File: config.mk
export PLATFORM = sky130hd
export DESIGN_NAME = control_sequencer_flat
export DESIGN_NICKNAME = d
export VERILOG_FILES = /design/src/rtl/control_sequencer_if.sv /design/src/rtl/control_sequencer.sv /design/src/flat_wrapper.sv
export SDC_FILE = /design/constraint.sdc
export NUM_CORES = 1
export LEC_CHECK = 0
export BUFFER_PORTS_ARGS = -buffer_cell sky130_fd_sc_hd__buf_2
export CAP_MARGIN = 20
export CORE_UTILIZATION = 40
export CTS_BUF_LIST = sky130_fd_sc_hd__clkbuf_16
export CTS_CLUSTER_SIZE = 30
export DETAILED_ROUTE_END_ITERATION = 12
export PLACE_DENSITY = 0.74
export SLEW_MARGIN = 20
export SYNTH_ARGS = -nofsm -noshare
export SYNTH_HDL_FRONTEND = slang
export SYNTH_SLANG_ARGS = --single-unit
File: constraint.sdc
create_clock -name clk -period 2.6 [get_ports clk]
set_input_delay 0 -clock clk [delete_from_list [all_inputs] [get_ports clk]]
set_output_delay 0 -clock clk [all_outputs]
set_load 0.005 [all_outputs]
File: src/rtl/control_sequencer_if.sv
// Control bundle between the hardwired sequencer and the single-bus datapath.
// The sequencer side (master) consumes IR/Stop and drives every control line.
interface control_sequencer_if;
  logic [31:0] IR;
  logic        Stop;
  logic        Run;
  logic        PCout, Zlowout, Zhighout, MDRout, HIout, LOout, InPortout, BAout, Cout;
  logic        PCin, MARin, MDRin, IRin, Yin, Zin, HIin, LOin, OutportIn, Rin;
  logic        Gra, Grb, Grc, Rout;
  logic        Read, Write;
  logic [4:0]  ALU_Control;
  logic        Illegal;

  modport master (
    input  IR, Stop,
    output Run,
    output PCout, Zlowout, Zhighout, MDRout, HIout, LOout, InPortout, BAout, Cout,
    output PCin, MARin, MDRin, IRin, Yin, Zin, HIin, LOin, OutportIn, Rin,
    output Gra, Grb, Grc, Rout, Read, Write, ALU_Control, Illegal
  );

  modport slave (
    output IR, Stop,
    input  Run,
    input  PCout, Zlowout, Zhighout, MDRout, HIout, LOout, InPortout, BAout, Cout,
    input  PCin, MARin, MDRin, IRin, Yin, Zin, HIin, LOin, OutportIn, Rin,
    input  Gra, Grb, Grc, Rout, Read, Write, ALU_Control, Illegal
  );
endinterface

File: src/rtl/control_sequencer.sv
// Hardwired control unit for the single-bus datapath: fetch in T0-T2,
// decode IR[31:27], run T3..T7 per opcode, then return to T0 (or PAUSE/HALT).
module control_sequencer #(
  parameter logic [4:0] INC_OP = 5'd12,
  parameter logic [4:0] ADD_OP = 5'd3
) (
  input  logic                clk,
  input  logic                clr,
  control_sequencer_if.master bus
);

  typedef enum logic [3:0] {
    S_RESET = 4'd0,
    S_T0    = 4'd1,
    S_T1    = 4'd2,
    S_T2    = 4'd3,
    S_T3    = 4'd4,
    S_T4    = 4'd5,
    S_T5    = 4'd6,
    S_T6    = 4'd7,
    S_T7    = 4'd8,
    S_HALT  = 4'd9,
    S_PAUSE = 4'd10
  } state_t;

  state_t     state_q, state_d;
  logic       illegal_q, illegal_d;
  logic [4:0] opcode;

  // Opcode classes; each maps to one execute step list.
  logic is_ld, is_ldi, is_st, is_rtype, is_imm, is_muldiv, is_negnot;
  logic is_jr, is_in, is_out, is_mfhi, is_mflo, is_nop, is_halt;
  logic has_exec, is_undef;
  state_t last_exec;

  assign opcode    = bus.IR[31:27];
  assign is_ld     = (opcode == 5'd0);
  assign is_ldi    = (opcode == 5'd1);
  assign is_st     = (opcode == 5'd2);
  assign is_rtype  = (opcode >= 5'd3)  && (opcode <= 5'd11);
  assign is_imm    = (opcode >= 5'd12) && (opcode <= 5'd14);
  assign is_muldiv = (opcode == 5'd15) || (opcode == 5'd16);
  assign is_negnot = (opcode == 5'd17) || (opcode == 5'd18);
  assign is_jr     = (opcode == 5'd20);
  assign is_in     = (opcode == 5'd22);
  assign is_out    = (opcode == 5'd23);
  assign is_mfhi   = (opcode == 5'd24);
  assign is_mflo   = (opcode == 5'd25);
  assign is_nop    = (opcode == 5'd26);
  assign is_halt   = (opcode == 5'd27);
  assign has_exec  = is_ld | is_ldi | is_st | is_rtype | is_imm | is_muldiv | is_negnot |
                     is_jr | is_in | is_out | is_mfhi | is_mflo;
  assign is_undef  = ~has_exec & ~is_nop & ~is_halt;

  // Final execute state of the decoded instruction; the edge after it is the boundary.
  always_comb begin
    last_exec = S_T3;
    if (is_ld || is_st)                       last_exec = S_T7;
    else if (is_muldiv)                       last_exec = S_T6;
    else if (is_rtype || is_imm || is_ldi)    last_exec = S_T5;
    else if (is_negnot)                       last_exec = S_T4;
  end

  // State and sticky illegal-opcode flag; clr aborts at once, so no step completes after it.
  always_ff @(posedge clk or posedge clr) begin
    if (clr) begin
      state_q   <= S_RESET;
      illegal_q <= 1'b0;
    end else begin
      state_q   <= state_d;
      illegal_q <= illegal_d;
    end
  end

  // Next state: every route into T0 is an instruction boundary where Stop diverts to PAUSE.
  always_comb begin
    state_d   = state_q;
    illegal_d = illegal_q;
    case (state_q)
      S_RESET: state_d = bus.Stop ? S_PAUSE : S_T0;
      S_T0:    state_d = S_T1;
      S_T1:    state_d = S_T2;
      S_T2: begin
        if (is_halt)       state_d = S_HALT;
        else if (has_exec) state_d = S_T3;
        else begin
          state_d = bus.Stop ? S_PAUSE : S_T0;
          if (is_undef) illegal_d = 1'b1;
        end
      end
      S_T3, S_T4, S_T5, S_T6, S_T7: begin
        if (state_q == last_exec) state_d = bus.Stop ? S_PAUSE : S_T0;
        else                      state_d = state_t'(state_q + 4'd1);
      end
      S_HALT:  state_d = S_HALT;
      S_PAUSE: state_d = bus.Stop ? S_PAUSE : S_T0;
      default: state_d = S_RESET;
    endcase
  end

  // Moore control outputs from the registered state and the held opcode.
  always_comb begin
    bus.Run = 1'b0;
    bus.PCout = 1'b0; bus.Zlowout = 1'b0; bus.Zhighout = 1'b0; bus.MDRout = 1'b0;
    bus.HIout = 1'b0; bus.LOout = 1'b0; bus.InPortout = 1'b0; bus.BAout = 1'b0;
    bus.Cout = 1'b0;
    bus.PCin = 1'b0; bus.MARin = 1'b0; bus.MDRin = 1'b0; bus.IRin = 1'b0; bus.Yin = 1'b0;
    bus.Zin = 1'b0; bus.HIin = 1'b0; bus.LOin = 1'b0; bus.OutportIn = 1'b0; bus.Rin = 1'b0;
    bus.Gra = 1'b0; bus.Grb = 1'b0; bus.Grc = 1'b0; bus.Rout = 1'b0;
    bus.Read = 1'b0; bus.Write = 1'b0;
    bus.ALU_Control = 5'd0;
    case (state_q)
      S_T0: begin
        bus.Run = 1'b1;
        bus.PCout = 1'b1; bus.MARin = 1'b1; bus.ALU_Control = INC_OP; bus.Zin = 1'b1;
      end
      S_T1: begin
        bus.Run = 1'b1;
        bus.Zlowout = 1'b1; bus.PCin = 1'b1; bus.Read = 1'b1; bus.MDRin = 1'b1;
      end
      S_T2: begin
        bus.Run = 1'b1;
        bus.MDRout = 1'b1; bus.IRin = 1'b1;
      end
      S_T3: begin
        bus.Run = 1'b1;
        if (is_rtype || is_imm) begin
          bus.Grb = 1'b1; bus.Rout = 1'b1; bus.Yin = 1'b1;
        end else if (is_ldi || is_ld || is_st) begin
          bus.Grb = 1'b1; bus.BAout = 1'b1; bus.Yin = 1'b1;
        end else if (is_muldiv) begin
          bus.Gra = 1'b1; bus.Rout = 1'b1; bus.Yin = 1'b1;
        end else if (is_negnot) begin
          bus.Grb = 1'b1; bus.Rout = 1'b1; bus.ALU_Control = opcode; bus.Zin = 1'b1;
        end else if (is_jr) begin
          bus.Gra = 1'b1; bus.Rout = 1'b1; bus.PCin = 1'b1;
        end else if (is_in) begin
          bus.InPortout = 1'b1; bus.Gra = 1'b1; bus.Rin = 1'b1;
        end else if (is_out) begin
          bus.Gra = 1'b1; bus.Rout = 1'b1; bus.OutportIn = 1'b1;
        end else if (is_mfhi) begin
          bus.HIout = 1'b1; bus.Gra = 1'b1; bus.Rin = 1'b1;
        end else if (is_mflo) begin
          bus.LOout = 1'b1; bus.Gra = 1'b1; bus.Rin = 1'b1;
        end
      end
      S_T4: begin
        bus.Run = 1'b1;
        if (is_rtype) begin
          bus.Grc = 1'b1; bus.Rout = 1'b1; bus.ALU_Control = opcode; bus.Zin = 1'b1;
        end else if (is_imm) begin
          bus.Cout = 1'b1; bus.ALU_Control = opcode; bus.Zin = 1'b1;
        end else if (is_ldi || is_ld || is_st) begin
          bus.Cout = 1'b1; bus.ALU_Control = ADD_OP; bus.Zin = 1'b1;
        end else if (is_muldiv) begin
          bus.Grb = 1'b1; bus.Rout = 1'b1; bus.ALU_Control = opcode; bus.Zin = 1'b1;
        end else if (is_negnot) begin
          bus.Zlowout = 1'b1; bus.Gra = 1'b1; bus.Rin = 1'b1;
        end
      end
      S_T5: begin
        bus.Run = 1'b1;
        bus.Zlowout = 1'b1;
        if (is_ld || is_st) bus.MARin = 1'b1;
        else if (is_muldiv) bus.LOin = 1'b1;
        else begin
          bus.Gra = 1'b1; bus.Rin = 1'b1;
        end
      end
      S_T6: begin
        bus.Run = 1'b1;
        if (is_ld) begin
          bus.Read = 1'b1; bus.MDRin = 1'b1;
        end else if (is_st) begin
          bus.Gra = 1'b1; bus.Rout = 1'b1; bus.MDRin = 1'b1;
        end else begin
          bus.Zhighout = 1'b1; bus.HIin = 1'b1;
        end
      end
      S_T7: begin
        bus.Run = 1'b1;
        if (is_ld) begin
          bus.MDRout = 1'b1; bus.Gra = 1'b1; bus.Rin = 1'b1;
        end else begin
          bus.Write = 1'b1;
        end
      end
      default: ;
    endcase
  end

  assign bus.Illegal = illegal_q;

endmodule

File: src/flat_wrapper.sv
// flat-port wrapper written by rule: the top's interface ports become plain ports
module control_sequencer_flat 
#(
  parameter logic [4:0] INC_OP = 5'd12,
  parameter logic [4:0] ADD_OP = 5'd3
)
  (clk, clr, bus_IR, bus_Stop, bus_Run, bus_PCout, bus_Zlowout, bus_Zhighout, bus_MDRout, bus_HIout, bus_LOout, bus_InPortout, bus_BAout, bus_Cout, bus_PCin, bus_MARin, bus_MDRin, bus_IRin, bus_Yin, bus_Zin, bus_HIin, bus_LOin, bus_OutportIn, bus_Rin, bus_Gra, bus_Grb, bus_Grc, bus_Rout, bus_Read, bus_Write, bus_ALU_Control, bus_Illegal);
  control_sequencer_if bus_i ();
  input  logic clk;
  input  logic clr;
  input wire logic [$bits(bus_i.IR)-1:0] bus_IR;
  input wire logic [$bits(bus_i.Stop)-1:0] bus_Stop;
  output wire logic [$bits(bus_i.Run)-1:0] bus_Run;
  output wire logic [$bits(bus_i.PCout)-1:0] bus_PCout;
  output wire logic [$bits(bus_i.Zlowout)-1:0] bus_Zlowout;
  output wire logic [$bits(bus_i.Zhighout)-1:0] bus_Zhighout;
  output wire logic [$bits(bus_i.MDRout)-1:0] bus_MDRout;
  output wire logic [$bits(bus_i.HIout)-1:0] bus_HIout;
  output wire logic [$bits(bus_i.LOout)-1:0] bus_LOout;
  output wire logic [$bits(bus_i.InPortout)-1:0] bus_InPortout;
  output wire logic [$bits(bus_i.BAout)-1:0] bus_BAout;
  output wire logic [$bits(bus_i.Cout)-1:0] bus_Cout;
  output wire logic [$bits(bus_i.PCin)-1:0] bus_PCin;
  output wire logic [$bits(bus_i.MARin)-1:0] bus_MARin;
  output wire logic [$bits(bus_i.MDRin)-1:0] bus_MDRin;
  output wire logic [$bits(bus_i.IRin)-1:0] bus_IRin;
  output wire logic [$bits(bus_i.Yin)-1:0] bus_Yin;
  output wire logic [$bits(bus_i.Zin)-1:0] bus_Zin;
  output wire logic [$bits(bus_i.HIin)-1:0] bus_HIin;
  output wire logic [$bits(bus_i.LOin)-1:0] bus_LOin;
  output wire logic [$bits(bus_i.OutportIn)-1:0] bus_OutportIn;
  output wire logic [$bits(bus_i.Rin)-1:0] bus_Rin;
  output wire logic [$bits(bus_i.Gra)-1:0] bus_Gra;
  output wire logic [$bits(bus_i.Grb)-1:0] bus_Grb;
  output wire logic [$bits(bus_i.Grc)-1:0] bus_Grc;
  output wire logic [$bits(bus_i.Rout)-1:0] bus_Rout;
  output wire logic [$bits(bus_i.Read)-1:0] bus_Read;
  output wire logic [$bits(bus_i.Write)-1:0] bus_Write;
  output wire logic [$bits(bus_i.ALU_Control)-1:0] bus_ALU_Control;
  output wire logic [$bits(bus_i.Illegal)-1:0] bus_Illegal;
  assign bus_i.IR = bus_IR;
  assign bus_i.Stop = bus_Stop;
  assign bus_Run = bus_i.Run;
  assign bus_PCout = bus_i.PCout;
  assign bus_Zlowout = bus_i.Zlowout;
  assign bus_Zhighout = bus_i.Zhighout;
  assign bus_MDRout = bus_i.MDRout;
  assign bus_HIout = bus_i.HIout;
  assign bus_LOout = bus_i.LOout;
  assign bus_InPortout = bus_i.InPortout;
  assign bus_BAout = bus_i.BAout;
  assign bus_Cout = bus_i.Cout;
  assign bus_PCin = bus_i.PCin;
  assign bus_MARin = bus_i.MARin;
  assign bus_MDRin = bus_i.MDRin;
  assign bus_IRin = bus_i.IRin;
  assign bus_Yin = bus_i.Yin;
  assign bus_Zin = bus_i.Zin;
  assign bus_HIin = bus_i.HIin;
  assign bus_LOin = bus_i.LOin;
  assign bus_OutportIn = bus_i.OutportIn;
  assign bus_Rin = bus_i.Rin;
  assign bus_Gra = bus_i.Gra;
  assign bus_Grb = bus_i.Grb;
  assign bus_Grc = bus_i.Grc;
  assign bus_Rout = bus_i.Rout;
  assign bus_Read = bus_i.Read;
  assign bus_Write = bus_i.Write;
  assign bus_ALU_Control = bus_i.ALU_Control;
  assign bus_Illegal = bus_i.Illegal;
  control_sequencer #(.INC_OP(INC_OP), .ADD_OP(ADD_OP)) u_core (.clk(clk), .clr(clr), .bus(bus_i));
endmodule
==> results of run 1 <==
## worst min-delay path, delay by kind of cell
family / cells / cell delay, ns
AND/OR/NAND/NOR: 1 / 0.11
AO/OA/AOI/OAI: 1 / 0.09
buffers and inverters: 1 / 0.16
## registers in the layout (all words and copies together) (netlist names)
register	flops
u_core.state_q	4
u_core.bus.Illegal	1
## area by class of cell
type / instances / area (sq um) / share of cell area, %
Timing Repair Buffer: 41 / 212.7 / 14.80
Inverter: 8 / 30.03 / 2.089
Multi-Input combinational cell: 157 / 952.2 / 66.23
Clock inverter: 1 / 3.754 / 0.2611
Clock buffer: 3 / 75.07 / 5.222
Tap cell: 31 / 38.79 / 2.698
Sequential cell: 5 / 125.1 / 8.703
## cell families (layout without fill, tap and decap cells)
logic type,count (synthesis),count (layout),synth area share (%)
flops,5,5,10.48
buf+inv,27,53,9.748
fa+ha+maj,4,4,4.193
compound gates,58,58,33.23
xor+xnor,4,4,2.936
simple gates,90,90,38.47
mux,1,1,0.9433
## worst min path at each step
stage | endpoint | depth (start not counted)
2_1_floorplan | u_core.bus.Illegal | 1
3_5_place_dp | u_core.state_q[3] | 2
5_1_grt | u_core.state_q[0] | 3
3_3_place_gp | u_core.state_q[3] | 2
4_1_cts | u_core.state_q[1] | 3
6_report | u_core.state_q[1] | 3
## synthesized netlist by cell type (2+ instances only)
cell type and n:
buf_2 3, nor2_1 18, o22ai_1 5, nor2b_1 5, o22a_1 3, o21ai_0 10, ha_1 4, nor3_1 6
nor4_1 2, or2_2 2, buf_1 2, nand4_1 4, nand3b_1 5, clkbuf_1 12, a21oi_1 17, xnor2_1 3
nand2_1 25, o211ai_1 2, o31ai_1 3, inv_1 8, dfrtp_1 5, a21boi_0 2, nand2b_1 7, a21o_1 3
and3_1 2, and2_1 3, nand3_1 6, o32a_1 2
## stage by stage
step / setup WS, ns / instance area (sq um) / power, mW
detailed placement: 0.6273 / 1349 / 0.8776
CTS: 0.3864 / 1438 / 1.127
global route: 0.2689 / 1438 / 1.223
floorplan: 0.8735 / 1194 / 0.6638
finish: 0.3896 / 1438 / 1.123
global placement: 0.6348 / 1349 / 0.8750
## power groups by stage
stage | registers, mW | clock network, mW | logic (mW)
floorplan | 0.148 | 0 | 0.516
CTS | 0.175 | 0.248 | 0.704
global placement | 0.175 | 0 | 0.700
detailed placement | 0.176 | 0 | 0.701
global route | 0.181 | 0.257 | 0.785
finish | 0.176 | 0.243 | 0.705
## timing repair
action	4_1_cts	5_1_grt
setup buffers	0	0
resized for setup	0	0
hold buffers	1	0
hold endpoints to repair	5	0
## metal layers
layer / GRT usage (%) / part of all wire, % / vias to the layer above
li1: - / - / 738
met1: 32.11 / 50 / 637
met2: 27.06 / 43 / 66
met3: 1.382 / 6.6 / 0
met4: 3.484 / 0 / 0
met5: 0 / 0 / -
==> reports/qor.txt, run 1 <==
Largest delay contributor family on the critical path -> simple AND/OR/NAND/NOR gates
DRC -> 0
Crit Path Class -> flip-flop to primary output
CTS root buf -> clkbuf_16
CP max FO -> 9
Part of the power in combinational logic -> 62.7%
Yosys top cell by area -> dfrtp_1
Most common flop cell mapped by yosys -> dfrtp_1
Worst-margin pin slew -> 0.6049 ns
Crit path to -> bus_PCin
Post-synth cell types -> 48
Fill cells -> 284
Vias per cell -> 5.858
Syn nets -> 228
Clock Path Buffers -> 2
Synth top area cells -> dfrtp_1 10%, nand2_1 7.9%, a21oi_1 7.1%
Area growth from synthesis to layout -> 20.44%
Final Setup Violations -> 0
Sequential-to-total area share from yosys stat -> 10.48%
Sw Ratio -> 44.70%
Worst Min Path Start -> bus_Stop
Max Clock Freq -> 452.4 MHz
Gpl congestion -> 0.8349
Hold Crit Class -> input pin to flip-flop
CP max stage delay -> 0.41 ns
Total CTS buffers -> 3
Final TNS setup -> 0 ns
Clock power frac -> 21.6%
Sequential share of power -> 15.6%
Critical path cell sequence -> inv_1 > ha_1 > and3b_1 > nand2_1 > or2_2 > o31ai_1 > buf_2
Synth Instances -> 189
Layout Cells excl Fill -> 246
Buffers added on ports -> 39
Rel. slew slack -> 59.59%
Wire per inst -> 13.38 microns
First-pass GRT wire length -> 5.237 mm
Layout Utilization -> 51.69%
Rows -> 19
Crit path buf inv count -> 2
Period utilization -> 85.01%
Core Region -> 0.002781 sq mm
Die width -> 56.63 microns
Crit. Startpoint -> u_core.state_q[1]
Final antenna-violating net count -> 0
R2R Path Start -> u_core.state_q[3]
EDFF count, synth -> 0
PD cells -> 781.3 mW/mm^2
Maximum vdd drop -> 0.9322 mV
Die footprint -> 0.003206 sq mm
Worst Clk Skew -> 0.0001713 ns
Status -> completed
GRT overflow -> 0
Cells on worst reg2reg path -> 5
Vias in the first global route -> 1126
Worst-Skew Late Latency -> 0.22 ns
Startpoint types -> flip-flop
Hpwl dp -> 2.400 mm
Max-slew violation count -> 0
Hold Violations, Final -> 0
Type of destination of the critical path -> primary output
Syn Area/Cell -> 6.316 sq um
Clk slew on worst S/H paths -> 0.03 ns
Unrepaired setup endpoints after global routing -> false
Via count -> 1441
Post-synth ARST share -> 100.0%
N_diodes -> 0
Crit path DAT -> 2.21 ns
Critical register-to-register path endpoint -> u_core.state_q[0]
Reg-to-reg slack, setup -> 0.62 ns
CTS H-Tree Depth -> 1
Pin count of the biggest net entering global routing -> 28
Starting DRT DRC Count -> 67
Most frequent cells in the layout -> 39 x buf_2, 25 x nand2_1, 18 x nor2_1
DRT Pass-1 Iters -> 5
Sink Count -> 5
Layout cells sized above 1 -> 24.19%
Dpl cells -> 241
CP Data Required Time -> 2.60 ns
Antenna violations before repair -> 0
Worst path slowest cell -> dfrtp_1
Hold Slack -> 0.1910 ns
Nets -> 255
Sw power -> 0.5021 mW
Critical path depth -> 7
Final min period -> 2.210 ns
Internal Power -> 0.6211 mW
CTS tree -> built
Ports -> 67
Max-Cap Viols -> 0
GRT Resource Usage Total -> 19.45%
Post-synth top area share -> 10.48%
Synth warn -> 0
Static Leak -> 0.6733 nW
Starting Density -> 42.91%
Die Y -> 56.63 microns
Final WL -> 3.291 mm
Most common cell after layout, fill and taps aside -> buf_2
Mapped cell area -> 0.001194 sq mm
Synthesized flop and latch total -> 5
No activity file was read; power rests on OpenSTA's default activity.
==> run 2: changes to the inputs <==
--- a/config.mk
+++ b/config.mk
@@ -7,11 +7,13 @@
 export LEC_CHECK = 0
 export BUFFER_PORTS_ARGS = -buffer_cell sky130_fd_sc_hd__buf_2
 export CAP_MARGIN = 20
-export CORE_UTILIZATION = 40
+export CELL_PAD_IN_SITES_DETAIL_PLACEMENT = 0
+export CELL_PAD_IN_SITES_GLOBAL_PLACEMENT = 1
+export CORE_UTILIZATION = 31
 export CTS_BUF_LIST = sky130_fd_sc_hd__clkbuf_16
 export CTS_CLUSTER_SIZE = 30
 export DETAILED_ROUTE_END_ITERATION = 12
-export PLACE_DENSITY = 0.74
+export PLACE_DENSITY_LB_ADDON = 0.1
 export SLEW_MARGIN = 20
 export SYNTH_ARGS = -nofsm -noshare
 export SYNTH_HDL_FRONTEND = slang
==> run 2 against run 1 <==
Against the previous run: sequential power is 3% higher; global-route usage is 1.1 points lower; die area is 28% higher; largest cell class unchanged; utilization is 12 points lower; highest routed layer unchanged; critical endpoint unchanged; sequential share of layout area is 0.13 points lower; maximum frequency is 1.1% lower; critical path type unchanged; flip-flop and latch count stayed put; register-to-register slack better by 0.17 ns; clock power hardly changed; clock skew is 0.0018 ns higher; routed wire length is 14% higher; design area is 1.5% higher.
==> reports/qor.txt, run 2 (synthesis results as in run 1) <==
Status -> completed (unchanged)
Post-CTS setup buffer count -> 0 (unchanged)
Critical path cell sequence -> inv_1 > ha_1 > and3b_1 > nand2_1 > or2_2 > o31ai_1 > buf_2 (unchanged)
Core Region -> 0.003689 sq mm (was 0.002781 sq mm)
Worst Clk Skew -> 0.002015 ns (was 0.0001713 ns)
Clock Path Buffers -> 2 (unchanged)
Nets -> 255 (unchanged)
Place WS -> 0.6128 ns (was 0.6273 ns)
Worst-margin pin slew -> 0.4667 ns (was 0.6049 ns)
CTS tree -> built (unchanged)
Area growth from synthesis to layout -> 22.22% (was 20.44%)
Ports -> 67 (unchanged)
CP max FO -> 9 (unchanged)
CP Data Required Time -> 2.60 ns (about the same)
Rows -> 22 (was 19)
M3 GR Usage -> 3.036% (was 1.382%)
Hold Crit Class -> input pin to flip-flop (unchanged)
N_diodes -> 0 (unchanged)
Final TNS setup -> 0 ns (unchanged)
Starting Density -> 32.36% (was 42.91%)
Cells on worst reg2reg path -> 5 (unchanged)
Final min period -> 2.234 ns (was 2.210 ns)
Vias in the first global route -> 1211 (was 1126)
Max Clock Freq -> 447.7 MHz (was 452.4 MHz)
Via count -> 1439 (was 1441)
CTS root buf -> clkbuf_16 (unchanged)
Post-CTS Hold Buffers -> 1 (unchanged)
Final WL -> 3.759 mm (was 3.291 mm)
First-pass GRT wire length -> 6.092 mm (was 5.237 mm)
Worst-Skew Late Latency -> 0.22 ns (about the same)
Die width -> 64.05 microns (was 56.63 microns)
Type of destination of the critical path -> primary output (unchanged)
Buffers added on ports -> 39 (unchanged)
Crit. Startpoint -> u_core.state_q[1] (unchanged)
Max reg flops -> 4 (unchanged)
GRT Resource Usage Total -> 18.40% (was 19.45%)
Gpl congestion -> 0.8188 (was 0.8349)
R2R Path Start -> u_core.state_q[0] (was u_core.state_q[3])
Most common cell after layout, fill and taps aside -> buf_2 (unchanged)
Layout cells sized above 1 -> 24.19% (unchanged)
Final antenna-violating net count -> 0 (unchanged)
Final Setup Violations -> 0 (unchanged)
DRC -> 0 (unchanged)
Crit path DAT -> 2.23 ns (was 2.21 ns)
Unrepaired setup endpoints after global routing -> false (unchanged)
Gr busiest metal -> met1 (unchanged)
Hold Violations, Final -> 0 (unchanged)
Startpoint types -> flip-flop (unchanged)
Top reg by flops -> u_core.state_q (unchanged)
PD cells -> 778.5 mW/mm^2 (was 781.3 mW/mm^2)
Most frequent cells in the layout -> 39 x buf_2, 25 x nand2_1, 18 x nor2_1 (unchanged)
Routing usage on met2 -> 25.93% (was 27.06%)
Die Y -> 64.05 microns (was 56.63 microns)
Max-Cap Viols -> 0 (unchanged)
Maximum vdd drop -> 0.4510 mV (was 0.9322 mV)
Cts repair resizes -> 0 (unchanged)
Pin count of the biggest net entering global routing -> 28 (unchanged)
Period utilization -> 85.92% (was 85.01%)
Starting DRT DRC Count -> 171 (was 67)
Rel. slew slack -> 68.89% (was 59.59%)
Crit path to -> bus_PCin (unchanged)
GRT overflow -> 0 (unchanged)
Global-route track usage on met1 -> 28.83% (was 32.11%)
Sink Count -> 5 (unchanged)
Vias per cell -> 5.471 (was 5.858)
CTS H-Tree Depth -> 1 (unchanged)
Crit Path Class -> flip-flop to primary output (unchanged)
Critical register-to-register path endpoint -> u_core.state_q[0] (unchanged)
Total CTS buffers -> 3 (unchanged)
Wire per inst -> 14.29 microns (was 13.38 microns)
Worst path slowest cell -> dfrtp_1 (unchanged)
Max-slew violation count -> 0 (unchanged)
DRT Pass-1 Iters -> 4 (was 5)
Antenna violations before repair -> 0 (unchanged)
Static Leak -> 0.6734 nW (was 0.6733 nW)
Clk slew on worst S/H paths -> 0.03 ns (about the same)
Final WS setup -> 0.3662 ns (was 0.3896 ns)
Hpwl dp -> 2.757 mm (was 2.400 mm)
Die footprint -> 0.004102 sq mm (was 0.003206 sq mm)
Fill cells -> 424 (was 284)
CP max stage delay -> 0.40 ns (was 0.41 ns)
Reg-to-reg slack, setup -> 0.79 ns (was 0.62 ns)
[run 2: final cells by class]
class / instances / area (sq um) / area share [%]
multi-input cells: 157 / 952.2 / 65.27
repair buffers: 41 / 212.7 / 14.58
flip-flops and latches: 5 / 125.1 / 8.576
clock buffers: 3 / 75.07 / 5.146
well taps: 48 / 60.06 / 4.117
inverters: 8 / 30.03 / 2.058
clock inverters: 1 / 3.754 / 0.2573
[run 2: how the worst min path moves through the flow]
stage	startpoint	endpoint	depth (start not counted)
final	bus_Stop	u_core.state_q[1]	3
after global routing	bus_Stop	u_core.state_q[1]	3
after global placement	clr	u_core.bus.Illegal	2
after detailed placement	clr	u_core.bus.Illegal	2
after CTS	bus_Stop	u_core.state_q[1]	3
after floorplan	clr	u_core.bus.Illegal	1
[run 2: critical path: cells and delay by family (launching register included)]
family / cells / cell delay, ns
simple gates: 3 / 0.74
flops: 1 / 0.40
fa+ha+maj: 1 / 0.37
buf+inv: 2 / 0.30
compound gates: 1 / 0.19
[run 2: report_power, final]
| group | switching, mW | total [mW] | internal [mW] | leakage, nW |
|---|---|---|---|---|
| logic | 0.403 | 0.710 | 0.307 | 0.571 |
| clock network | 0.0458 | 0.245 | 0.199 | 0.0423 |
| registers | 0.0662 | 0.182 | 0.115 | 0.0604 |
[run 2: per-stage QoR]
| stage | total power, mW | area [sq um] | cells | hold slack [ns] | util [%] |
|---|---|---|---|---|---|
| 2_1_floorplan | 0.6638 | 1194 | 189 | -0.2215 | - |
| 3_3_place_gp | 0.8769 | 1370 | 258 | -0.09871 | 37.14 |
| 3_5_place_dp | 0.8834 | 1370 | 258 | -0.09276 | 37.14 |
| 4_1_cts | 1.139 | 1459 | 263 | 0.1802 | 39.55 |
| 5_1_grt | 1.242 | 1459 | 263 | 0.2098 | 39.55 |
| 6_report | 1.136 | 1459 | 263 | 0.1925 | 39.55 |
[run 2: routing by layer]
layer	vias to the layer above	wire length, microns
li1	734	-
met1	655	2006
met2	50	1525
met3	0	227
met4	0	0
met5	-	0
==> run 3: changes to the inputs <==
--- a/config.mk
+++ b/config.mk
@@ -5,11 +5,12 @@
 export SDC_FILE = /design/constraint.sdc
 export NUM_CORES = 1
 export LEC_CHECK = 0
+export ABC_AREA = 1
 export BUFFER_PORTS_ARGS = -buffer_cell sky130_fd_sc_hd__buf_2
 export CAP_MARGIN = 20
 export CELL_PAD_IN_SITES_DETAIL_PLACEMENT = 0
 export CELL_PAD_IN_SITES_GLOBAL_PLACEMENT = 1
-export CORE_UTILIZATION = 31
+export CORE_UTILIZATION = 28
 export CTS_BUF_LIST = sky130_fd_sc_hd__clkbuf_16
 export CTS_CLUSTER_SIZE = 30
 export DETAILED_ROUTE_END_ITERATION = 12
==> run 3 against run 2 <==
Against the previous run: flip-flop and latch count did not move; clock power up 2%; via count shrank 9.5%; critical endpoint is now u_core.state_q[2]; first-iteration DRC count is 56% lower; sequential share of layout area rose by 0.71 points.
==> reports/qor.txt, run 3 <==
Status -> completed (unchanged)
Rows -> 21 (was 22)
Critical register-to-register path endpoint -> u_core.state_q[2] (was u_core.state_q[0])
EDFF count, synth -> 0 (unchanged)
Post-synth top area share -> 16.14% (was 10.48%)
Hold Crit Class -> input pin to flip-flop (unchanged)
Unrepaired setup endpoints after global routing -> false (unchanged)
Reg-to-reg slack, setup -> 0.61 ns (was 0.79 ns)
Most frequent cells in the layout -> 44 x nand2_1, 39 x buf_2, 35 x inv_1 (was 39 x buf_2, 25 x nand2_1, 18 x nor2_1)
Hpwl dp -> 2.770 mm (was 2.757 mm)
Final Setup Violations -> 0 (unchanged)
Worst-margin pin slew -> 0.3911 ns (was 0.4667 ns)
Vias per cell -> 4.844 (was 5.471)
Die footprint -> 0.003901 sq mm (was 0.004102 sq mm)
Buffers added on ports -> 39 (unchanged)
DRC -> 0 (unchanged)
PD cells -> 784.5 mW/mm^2 (was 778.5 mW/mm^2)
Clock Path Buffers -> 2 (unchanged)
CP max FO -> 9 (unchanged)
Layout cells sized above 1 -> 26.01% (was 24.19%)
Rel. slew slack -> 73.83% (was 68.89%)
Top reg by flops -> u_core.state_q (unchanged)
Starting DRT DRC Count -> 75 (was 171)
Synth warn -> 0 (unchanged)
Vias in the first global route -> 1220 (was 1211)
Nets -> 263 (was 255)
Min-Delay Endpoint -> u_core.state_q[0] (was u_core.state_q[1])
Yosys top cell by area -> nand2_1 (was dfrtp_1)
Crit Path Class -> flip-flop to flip-flop (was flip-flop to primary output)
DRT Pass-1 Iters -> 4 (unchanged)
Type of destination of the critical path -> flip-flop (was primary output)
Area growth from synthesis to layout -> 31.66% (was 22.22%)
Final TNS setup -> 0 ns (unchanged)
Ports -> 67 (unchanged)
Final min period -> 1.994 ns (was 2.234 ns)
Period utilization -> 76.67% (was 85.92%)
Hold Slack -> 0.1325 ns (was 0.1925 ns)
N_diodes -> 0 (unchanged)
Sink Count -> 5 (unchanged)
Max Clock Freq -> 501.6 MHz (was 447.7 MHz)
Top-count cell post-synth -> nand2_1 (unchanged)
Final WL -> 3.335 mm (was 3.759 mm)
Core Region -> 0.003416 sq mm (was 0.003689 sq mm)
Maximum vdd drop -> 0.4592 mV (was 0.4510 mV)
Static Leak -> 0.7831 nW (was 0.6734 nW)
Synth top area cells -> nand2_1 16%, inv_1 12%, dfrtp_1 12% (was dfrtp_1 10%, nand2_1 7.9%, a21oi_1 7.1%)
Most common library cells after synthesis -> 44 x nand2_1, 34 x inv_1, 22 x nor2_1 (was 25 x nand2_1, 18 x nor2_1, 17 x a21oi_1)
Via count -> 1303 (was 1439)
Final antenna-violating net count -> 0 (unchanged)
FF/Latch Area -> 125.1 sq um (unchanged)
Hold Violations, Final -> 0 (unchanged)
Synthesized flop and latch total -> 5 (unchanged)
Fill cells -> 400 (was 424)
GRT Resource Usage Total -> 17.18% (was 18.40%)
First-pass GRT wire length -> 5.485 mm (was 6.092 mm)
Max-slew violation count -> 0 (unchanged)
Post-CTS setup buffer count -> 0 (unchanged)
CTS tree -> built (unchanged)
Layout Utilization -> 39.45% (was 39.55%)
Die Y -> 62.46 microns (was 64.05 microns)
Sequential-to-total area share from yosys stat -> 12.22% (was 10.48%)
Synth Instances -> 182 (was 189)
Startpoint types -> flip-flop (unchanged)
Mapped cell area -> 0.001023 sq mm (was 0.001194 sq mm)
Die width -> 62.46 microns (was 64.05 microns)
Pin count of the biggest net entering global routing -> 12 (was 28)
Cts repair resizes -> 0 (unchanged)
CTS H-Tree Depth -> 1 (unchanged)
Syn Area/Cell -> 5.624 sq um (was 6.316 sq um)
CP Data Required Time -> 2.70 ns (was 2.60 ns)
Worst Min Path Start -> bus_Stop (unchanged)
Syn nets -> 221 (was 228)
Wire per inst -> 12.40 microns (was 14.29 microns)
Max-Cap Viols -> 0 (unchanged)
Footprint of the multi-input gates -> 749.5 sq um (was 952.2 sq um)
Cells on worst reg2reg path -> 10 (was 5)
Total CTS buffers -> 3 (unchanged)
CTS root buf -> clkbuf_16 (unchanged)
Hold path depth -> 4 (was 3)
Post-synth cell types -> 31 (was 48)
Starting Density -> 29.96% (was 32.36%)
GRT overflow -> 0 (unchanged)
Most common cell after layout, fill and taps aside -> nand2_1 (was buf_2)
R2R Path Start -> u_core.state_q[0] (unchanged)
Post-synth ARST share -> 100.0% (unchanged)
Gpl congestion -> 0.8752 (was 0.8188)
Most common flop cell mapped by yosys -> dfrtp_1 (unchanged)
Crit path DAT -> 2.09 ns (was 2.23 ns)
Clk slew on worst S/H paths -> 0.03 ns (about the same)
Max reg flops -> 4 (unchanged)
Antenna violations before repair -> 0 (unchanged)
Worst Clk Skew -> 0.003835 ns (was 0.002015 ns)
Worst-Skew Late Latency -> 0.23 ns (was 0.22 ns)
run 3: cell count changes after synthesis, sizes merged, moves of 5 or more:
cell    delta
nand2     +25
nor2       +8
nor2b      -5
nand3b     -5
nand2b     -7
nand3      +7
a21oi     -11
clkbuf    -12
inv       +27
run 3: layout make-up:
type                       instances  area share (%)
sequential                         5           9.285
clock inverter                     1          0.2786
clock buffer                       3           5.571
tap                               46           4.271
inverter                          35           9.749
timing repair buffer              40           15.23
multi-input combinational        139           55.62
run 3: power breakdown:
| group | total [mW] | internal (mW) | switching (mW) |
|---|---|---|---|
| Combinational | 0.653 | 0.248 | 0.405 |
| Clock | 0.251 | 0.199 | 0.0514 |
| Sequential | 0.153 | 0.113 | 0.0400 |
run 3: layer usage:
metal  vias to the layer above  GRT usage [%]  share of wire (%)
li1                        673              -                  -
met1                       566          25.47                 50
met2                        57          25.41                 41
met3                         7          1.642                7.9
met4                         0          6.105                1.3
met5                         -              0                  0
run 3: worst max path at each step:
| stage | slack [ns] | cells past startpoint | end | start |
|---|---|---|---|---|
| final | 0.61 | 10 | u_core.state_q[2] | u_core.state_q[0] |
| after global routing | 0.39 | 10 | u_core.state_q[2] | u_core.state_q[0] |
| after CTS | 0.62 | 10 | u_core.state_q[2] | u_core.state_q[0] |
| after detailed placement | 0.64 | 10 | u_core.state_q[2] | u_core.state_q[0] |
| after global placement | 0.60 | 10 | u_core.state_q[2] | u_core.state_q[0] |
| after floorplan | 0.99 | 10 | u_core.state_q[2] | u_core.state_q[0] |
run 3: through the flow:
stage          power [mW]  setup WS (ns)  std cells  cell area (sq um)
2_1_floorplan      0.5702         0.9861        182               1023
3_3_place_gp       0.7979         0.6039        264               1259
3_5_place_dp       0.8020         0.6376        264               1259
4_1_cts             1.061         0.6240        269               1348
5_1_grt             1.161         0.3938        269               1348
6_report            1.057         0.6065        269               1348
run 3: kinds of logic (layout without fill, tap and decap cells):
family                     Yosys count  in the layout  synth area share, %
buffers and inverters               38             79                14.55
xor gates and xnor gates             2              2                1.712
adders and majority gates            4              4                4.890
DFF                                  5              5                12.22
AOI/OAI and AO/OA                   31             31                19.56
and+or+nand+nor                    102            102                47.07
run 3: worst max-delay path, cell delays in order (launching register included):
cell and delay (ns):
dfrtp_1 0.43, inv_1 0.11, ha_1 0.24, nand2_2 0.19, inv_1 0.11, nor2_1 0.11
inv_1 0.06, nor3_1 0.21, nand2_1 0.18, nand3_1 0.13, o21ai_0 0.09
run 3: repair_timing:
item,4_1_cts,5_1_grt
hold buffers,1,0
endpoints found under the setup margin,0,0
endpoints found under the hold margin,5,0
